==> config.mk <==
export PLATFORM = sky130hd
export DESIGN_NAME = seq_divider16
export DESIGN_NICKNAME = d
export VERILOG_FILES = /design/src/rtl/seq_divider16.sv
export SDC_FILE = /design/constraint.sdc
export NUM_CORES = 1
export LEC_CHECK = 0
export ABC_AREA = 1
export BUFFER_PORTS_ARGS = -buffer_cell sky130_fd_sc_hd__clkbuf_2
export CORE_MARGIN = 1.5
export CORE_UTILIZATION = 55
export DETAILED_ROUTE_END_ITERATION = 10
export GPL_TIMING_DRIVEN = 1
export PLACE_DENSITY = 0.85
export SLEW_MARGIN = 20
export SYNTH_ARGS = -nofsm -noshare
export SYNTH_HDL_FRONTEND = slang
export SYNTH_SLANG_ARGS = --single-unit
==> constraint.sdc <==
create_clock -name clk -period 4.7 [get_ports clk]
set_input_delay 0 -clock clk [delete_from_list [all_inputs] [get_ports clk]]
set_output_delay 0 -clock clk [all_outputs]
set_load 0.02 [all_outputs]
==> src/rtl/seq_divider16.sv <==
// seq_divider16: 16-step restoring sequential divider with divide-by-zero flag.
// Define SEQ_DIVIDER_SIGNED_EN for two's-complement operands (truncating division).
module seq_divider16 #(
    parameter int WIDTH = 16
) (
    input  logic             clk,
    input  logic             rst_n,
    input  logic             start,
    input  logic [WIDTH-1:0] dividend,
    input  logic [WIDTH-1:0] divisor,
    output logic             busy,
    output logic             done,
    output logic [WIDTH-1:0] quotient,
    output logic [WIDTH-1:0] remainder,
    output logic             div_by_zero
);
    typedef enum logic [1:0] {IDLE, RUN, FINISH} state_t;
    state_t           state, state_nx;
    logic [WIDTH-1:0] rem, quo, dvs;
    logic [WIDTH-1:0] rem_nx, quo_nx, dvd_mag, dvs_mag, q_fin, r_fin;
    logic [WIDTH:0]   upper, diff;
    logic [4:0]       cnt;
    logic             last;
    logic             accept, div0;
`ifdef SEQ_DIVIDER_SIGNED_EN
    logic             neg_q, neg_r;
`endif
    assign accept = state == IDLE && start;
    assign div0   = divisor == '0;
    assign busy   = state != IDLE;
    assign done   = state == FINISH;
    always_comb begin
        upper  = {rem, quo[WIDTH-1]};
        diff   = upper - {1'b0, dvs};
        rem_nx = diff[WIDTH] ? upper[WIDTH-1:0] : diff[WIDTH-1:0];
        quo_nx = {quo[WIDTH-2:0], ~diff[WIDTH]};
`ifdef SEQ_DIVIDER_SIGNED_EN
        dvd_mag = dividend[WIDTH-1] ? -dividend : dividend;
        dvs_mag = divisor[WIDTH-1] ? -divisor : divisor;
        q_fin   = neg_q ? -quo : quo;
        r_fin   = neg_r ? -rem : rem;
`else
        dvd_mag = dividend;
        dvs_mag = divisor;
        q_fin   = quo;
        r_fin   = rem;
`endif
    end
    always_comb begin
        state_nx = state;
        state_nx = accept ? (div0 ? FINISH : RUN) :
                   (state == RUN && last) ? FINISH :
                   (state == FINISH) ? IDLE : state;
    end
    always_ff @(posedge clk or negedge rst_n) begin
        if (!rst_n) state <= IDLE;
        else        state <= state_nx;
    end
    // After the last step, one extra RUN cycle applies sign fixup and publishes results.
    always_ff @(posedge clk or negedge rst_n) begin
        if (!rst_n) begin
            rem         <= '0;
            quo         <= '0;
            dvs         <= '0;
            cnt         <= '0;
            last        <= 1'b0;
            quotient    <= '0;
            remainder   <= '0;
            div_by_zero <= 1'b0;
`ifdef SEQ_DIVIDER_SIGNED_EN
            neg_q       <= 1'b0;
            neg_r       <= 1'b0;
`endif
        end else if (accept) begin
            cnt  <= '0;
            last <= 1'b0;
            rem  <= '0;
            quo  <= dvd_mag;
            dvs  <= dvs_mag;
`ifdef SEQ_DIVIDER_SIGNED_EN
            neg_q <= dividend[WIDTH-1] ^ divisor[WIDTH-1];
            neg_r <= dividend[WIDTH-1];
`endif
            if (div0) begin
                quotient    <= '1;
                remainder   <= dividend;
                div_by_zero <= 1'b1;
            end
        end else if (state == RUN) begin
            if (!last) begin
                rem  <= rem_nx;
                quo  <= quo_nx;
                cnt  <= cnt == 5'(WIDTH-1) ? cnt : cnt + 5'd1;
                last <= cnt == 5'(WIDTH-1);
            end else begin
                quotient    <= q_fin;
                remainder   <= r_fin;
                div_by_zero <= 1'b0;
            end
        end
    end
endmodule

==> impl_metrics.env, run 1 <==
export IMPL_avgSynthCellArea_um2=7.618
export IMPL_grt_pass1_wl_um=20400
export IMPL_cts_sinks=89
export IMPL_start_kind="flop"
export IMPL_hp_class="primary input to flop"
export IMPL_remaining_drc_errors=0
export IMPL_post_route_util_pct=65.50
export IMPL_row_count=35
export IMPL_min_path_cells=4
export IMPL_n_antenna_cell=0
export IMPL_worst_path_buf_inv=2
export IMPL_start_util_pct=56.35
export IMPL_ys_flop_type="dfrtp_1"
export IMPL_drtPass1Iterations=5
export IMPL_clk_pin_slew_ns=0.10
export IMPL_cts_tree="yes"
export IMPL_vias=4642
export IMPL_layout_common_cells="186 x nand2_1, 119 x inv_1, 89 x dfrtp_1"
export IMPL_drt_initial_drc_count=279
export IMPL_ys_seq_area_share_pct=43.18
export IMPL_first_global_vias=4467
export IMPL_finalMaxSlewViolations=0
export IMPL_vdd_ir_drop_worst_mv=0.4579
export IMPL_dp_cells=837
export IMPL_port_buffers=69
export IMPL_finalWorstSetupSlack_ns=1.683
export IMPL_final_period_utilization_pct=64.20
export IMPL_pin_count=70
export IMPL_hpwl_um=8676
export IMPL_final_common_cell="nand2_1"
export IMPL_htree_levels=3
export IMPL_track_usage_pct=25.73
export IMPL_ys_seq_elements=89
export IMPL_clk_path_buf_depth=2
export IMPL_drive_above_1_share_pct=18.10
export IMPL_die_height_um=99.84
export IMPL_cp_cell_sequence="nor2_1 > nand2_4 > inv_1 > nand3_1 > nand2_1 > inv_2 > nand2_1 > o221ai_1"
export IMPL_wl_um=12210
export IMPL_synthesis_nets=731
export IMPL_finalSetupTns_ns=0
export IMPL_fmax_mhz=331.4
export IMPL_ys_warn_count=0
export IMPL_syn2layout_area_growth_pct=16.23
export IMPL_netlist_area_um2=5157
export IMPL_clk_latency_ns=0.37
export IMPL_setup_viol=0
export IMPL_wl_per_cell_um=13.90
export IMPL_worstSetupEndpointType="flop"
export IMPL_nets=817
export IMPL_path_delay_family="simple AND/OR/NAND/NOR gates"
export IMPL_numCtsBuffers=9
export IMPL_antenna_found_initial=0
export IMPL_min_from="dividend[8]"
export IMPL_tightestPinTransition_ns=0.9961
export IMPL_crit_slowest_cell="nand2_1"
export IMPL_ctsResizeCount=0
export IMPL_synth_edff_count=0
export IMPL_leakage_nw=3.218
export IMPL_via_per_inst=5.281
export IMPL_max_stage_delay_ns=0.74
export IMPL_die_area_um2=9967
export IMPL_grt_setup_unrepaired="false"
export IMPL_core_area_um2=9153
export IMPL_final_cell_count_no_fill=879
export IMPL_place_ws_ns=1.557
export IMPL_die_w_um=99.84
export IMPL_clockRootBuffer="clkbuf_8"
export IMPL_synth_distinct_cells=37
export IMPL_fin_worst_skew_ns=0.007284
export IMPL_maxCapViolCount=0
export IMPL_globalplace_congestion=0.9200
export IMPL_reg2reg_depth=8
export IMPL_grt_max_degree=66
export IMPL_crit_start="state[0]"
export IMPL_async_flop_share_pct=100.0
export IMPL_cp_data_arrival_time_ns=3.24
export IMPL_relSlewSlack_pct=33.43
export IMPL_post_route_min_period_ns=3.017
export IMPL_critPathKind="flop to flop"
export IMPL_critPathMaxFanout=65
export IMPL_antenna_left=0
export IMPL_overflow=0
export IMPL_status="finished clean"
export IMPL_required_ns=4.92
export IMPL_cts_hold_buffers=26
export IMPL_reg2reg_from="state[0]"
export IMPL_post_cts_buffers=0
export IMPL_crit_top_cell="nand2_1"
export IMPL_total_power_mw=4.904
export IMPL_synthCells=677
export IMPL_power_density_nw_per_um2=818.1
export IMPL_finalHoldViolCount=0
export IMPL_worst_path_stages=8
where the power goes:
part | total (mW) | internal (mW) | switching, mW | leakage, nW
registers | 1.38 | 1.12 | 0.255 | 1.10
clock network | 0.528 | 0.208 | 0.320 | 0.0931
logic | 3.00 | 1.02 | 1.97 | 2.02
total | 4.90 | 2.36 | 2.55 | 3.22
synthesized netlist by cell type, types with 3 or more instances:
master	instances	area, um2
nand2_1	187	701.9
inv_1	119	446.7
dfrtp_1	89	2227
o21ai_0	49	245.2
nor2_1	35	131.4
nand3_1	27	135.1
ha_1	18	225.2
nand2_2	15	93.84
buf_2	14	70.07
a31oi_1	13	81.33
o211ai_1	13	97.59
o21ai_1	12	60.06
a21oi_1	11	55.05
or2_2	9	56.30
nand2_4	8	90.09
nand3_2	8	80.08
nand4_1	7	43.79
xnor2_1	6	52.55
clkbuf_1	5	18.77
inv_2	5	18.77
or2_0	5	31.28
and2_1	3	18.77
nor2_2	3	18.77
o221ai_1	3	26.28
layer usage:
| metal | GRT usage (%) | part of all wire [%] | up-vias |
|---|---|---|---|
| met2 | 42.60 | 50 | 142 |
| li1 | - | - | 2295 |
| met1 | 33.09 | 43 | 2171 |
| met5 | 0 | 0 | - |
| met4 | 11.38 | 3.2 | 0 |
| met3 | 4.805 | 4.3 | 34 |
state kept, by name, summed over array words and instances (netlist names):
name and cells:
cnt 5, r_fin 16, q_fin 16, dvs 16, quotient 16, state 2
div_by_zero 1, last 1, remainder 16
cell families (layout without fill, tap and decap cells):
family | count (synthesis) | in the layout | share of synthesized area, %
simple gates | 312 | 312 | 27.95
compound gates | 104 | 104 | 11.43
buf+inv | 146 | 237 | 11.50
xor+xnor | 7 | 7 | 1.189
fa+ha+maj | 19 | 19 | 4.755
flops | 89 | 89 | 43.18
layout make-up:
| type | count | area (um2) |
|---|---|---|
| tap | 111 | 138.9 |
| clock inverter | 7 | 71.32 |
| sequential | 89 | 2227 |
| multi-input combinational | 442 | 2345 |
| timing repair buffer | 97 | 623.1 |
| clock buffer | 9 | 123.9 |
| inverter | 124 | 465.4 |
| fill | 763 | 3158 |
final timing paths:
path                                 end  slack, ns
hold / removal                  q_fin[8]       0.02
max in group asynchronous         dvs[9]       3.53
setup / recovery           remainder[15]       1.68
min in group asynchronous    quotient[7]       0.05
setup reg to reg           remainder[15]       1.68
hold reg to reg                  dvs[15]       0.50
metrics by stage:
step                      cell area (um2)  hold slack, ns
after detailed placement             5534        -0.07833
after CTS                            5989         0.01673
after floorplan                      5157         -0.2956
after global placement               5534        -0.08153
final                                5995         0.02074
after global routing                 5995         0.02982
worst min-delay path, cell delays in order:
cell	delay [ns]
clkbuf_2	0.08
or2_2	0.11
o211ai_1	0.08
o21ai_0	0.09
No activity file was read; power rests on OpenSTA's default activity.
==> run 2: changes to the inputs <==
clock period = 2.9 ns   (was 4.7 ns; I/O delays follow)
==> run 2 against run 1 <==
Effect of this change: sequential power up 62%; flip-flop and latch count unchanged; worst setup slack worse by 1.1 ns; highest routed layer unchanged; largest cell class unchanged; register-to-register slack worse by 1.1 ns.
==> impl_metrics.env, run 2 (synthesis results as in run 1) <==
export IMPL_status="finished clean"
export IMPL_antenna_left=0
export IMPL_clk_latency_ns=0.38
export IMPL_power_density_nw_per_um2=1325
export IMPL_critPathMaxFanout=15
export IMPL_pwr_share_seq_pct=28.1
export IMPL_drt_initial_drc_count=239
export IMPL_required_ns=3.16
export IMPL_finalMaxSlewViolations=0
export IMPL_max_stage_delay_ns=0.42
export IMPL_remaining_drc_errors=0
export IMPL_crit_slowest_cell="fa_1"
export IMPL_die_height_um=99.84
export IMPL_row_count=35
export IMPL_wl_um=12310
export IMPL_reg2reg_from="q_fin[15]"
export IMPL_die_area_um2=9967
export IMPL_combPwrFrac_pct=61.0
export IMPL_pin_count=70
export IMPL_fmax_mhz=422.6
export IMPL_n_antenna_cell=0
export IMPL_numCtsBuffers=9
export IMPL_final_common_cell="nand2_1"
export IMPL_layout_common_cells="186 x nand2_1, 119 x inv_1, 89 x dfrtp_1"
export IMPL_first_global_vias=4517
export IMPL_clk_pin_slew_ns=0.10
export IMPL_path_delay_family="simple AND/OR/NAND/NOR gates"
export IMPL_finalSetupTns_ns=0
export IMPL_final_area_um2=6027
export IMPL_antenna_found_initial=0
export IMPL_post_route_util_pct=65.85
export IMPL_post_route_min_period_ns=2.367
export IMPL_die_w_um=99.84
export IMPL_overflow=0
export IMPL_worst_path_buf_inv=2
export IMPL_min_from="dividend[8]"
export IMPL_switchingPower_mw=4.141
export IMPL_syn2layout_area_growth_pct=16.86
export IMPL_track_usage_pct=26.42
export IMPL_cts_sinks=89
export IMPL_final_cell_count_no_fill=884
export IMPL_critPathKind="flop to flop"
export IMPL_drive_above_1_share_pct=18.63
export IMPL_grt_max_degree=52
export IMPL_via_per_inst=5.267
export IMPL_drtPass1Iterations=5
export IMPL_hpwl_um=8875
export IMPL_leakage_nw=3.236
export IMPL_worstSetupEndpointType="flop"
export IMPL_crit_top_cell="nand2_1"
export IMPL_wl_per_cell_um=13.93
export IMPL_finalHoldViolCount=0
export IMPL_nets=822
export IMPL_cp_cell_sequence="inv_1 > ha_1 > inv_1 > fa_1 > nand2_1 > nand2_1 > nand3_2 > nand2_2 > nand2_2 > nand3_1 > nand2_4 > nand2_1 > nand3_1 > nand2_1"
export IMPL_swShare_pct=51.86
export IMPL_grt_pass1_wl_um=20910
export IMPL_start_util_pct=56.35
export IMPL_port_buffers=69
export IMPL_cts_tree="yes"
export IMPL_clkPwrFrac_pct=10.9
export IMPL_vias=4656
export IMPL_fin_worst_skew_ns=0.01200
export IMPL_cp_data_arrival_time_ns=2.63
export IMPL_core_area_um2=9153
export IMPL_relSlewSlack_pct=57.06
export IMPL_final_period_utilization_pct=81.61
export IMPL_grt_setup_unrepaired="false"
export IMPL_dp_cells=842
export IMPL_htree_levels=3
export IMPL_setup_viol=0
export IMPL_placed_cell_area_um2=5572
export IMPL_power_internal_mw=3.843
export IMPL_globalplace_congestion=0.9134
export IMPL_clockRootBuffer="clkbuf_8"
export IMPL_post_cts_buffers=0
export IMPL_maxCapViolCount=0
export IMPL_start_kind="flop"
export IMPL_crit_start="q_fin[15]"
export IMPL_ctsResizeCount=0
export IMPL_tightestPinTransition_ns=0.6441
export IMPL_clk_path_buf_depth=2
export IMPL_hp_class="primary input to flop"
export IMPL_vdd_ir_drop_worst_mv=0.8272
==> run 2: cell types whose count changed in the layout (fill, tap and decap cells not counted), sizes merged <==
| cell | before | now |
|---|---|---|
| buf | 3 | 8 |
==> run 2: path summary, 6_finish.rpt <==
| kind | endpoint | slack, ns | cells past startpoint |
|---|---|---|---|
| max reg2reg | r_fin[3] | 0.53 | 14 |
| min reg2reg | dvs[8] | 0.49 | 2 |
| min | q_fin[8] | 0.02 | 4 |
| min in group asynchronous | q_fin[7] | 0.18 | 2 |
| max | r_fin[3] | 0.53 | 14 |
| max in group asynchronous | quotient[1] | 1.96 | 3 |
==> run 2: metal layers <==
layer	GRT usage, %	share of wire, %
met1	34.55	43
met2	44.43	49
met3	3.064	4.5
met4	11.81	3.1
met5	0	0
==> run 2: what timing repair did <==
action / 4_1_cts / 5_1_grt
hold buffers: 26 / 0
endpoints found under the hold margin: 76 / 0
endpoints found under the setup margin: 0 / 0
==> run 2: power groups by stage <==
stage                     logic (mW)  clock network, mW  registers (mW)
after floorplan                 3.63                  0            2.38
after global placement          4.62                  0            2.22
after detailed placement        4.80                  0            2.26
after CTS                       4.85              0.878            2.23
after global routing            5.51              0.922            2.31
final                           4.87              0.869            2.24
==> run 2: stage by stage <==
step                power [mW]  worst slack [ns]  hold slack, ns
finish                   7.984            0.5334         0.01736
floorplan                6.014            0.8515         -0.2956
CTS                      7.958            0.5435        0.001806
detailed placement       7.056            0.5661         0.07401
global route             8.738            0.3472         0.03375
global placement         6.842            0.6891         0.06203
==> run 2: layout make-up <==
cell class	count	area, um2
clock inverters	7	71.32
flip-flops and latches	89	2227
clock buffers	9	123.9
fillers	729	3126
multi-input cells	442	2340
inverters	124	465.4
well taps	111	138.9
repair buffers	102	660.6
==> run 2: worst min-delay path: stages <==
cell and delay [ns]:
clkbuf_2 0.08, or2_2 0.11, o211ai_1 0.07, o21ai_0 0.09
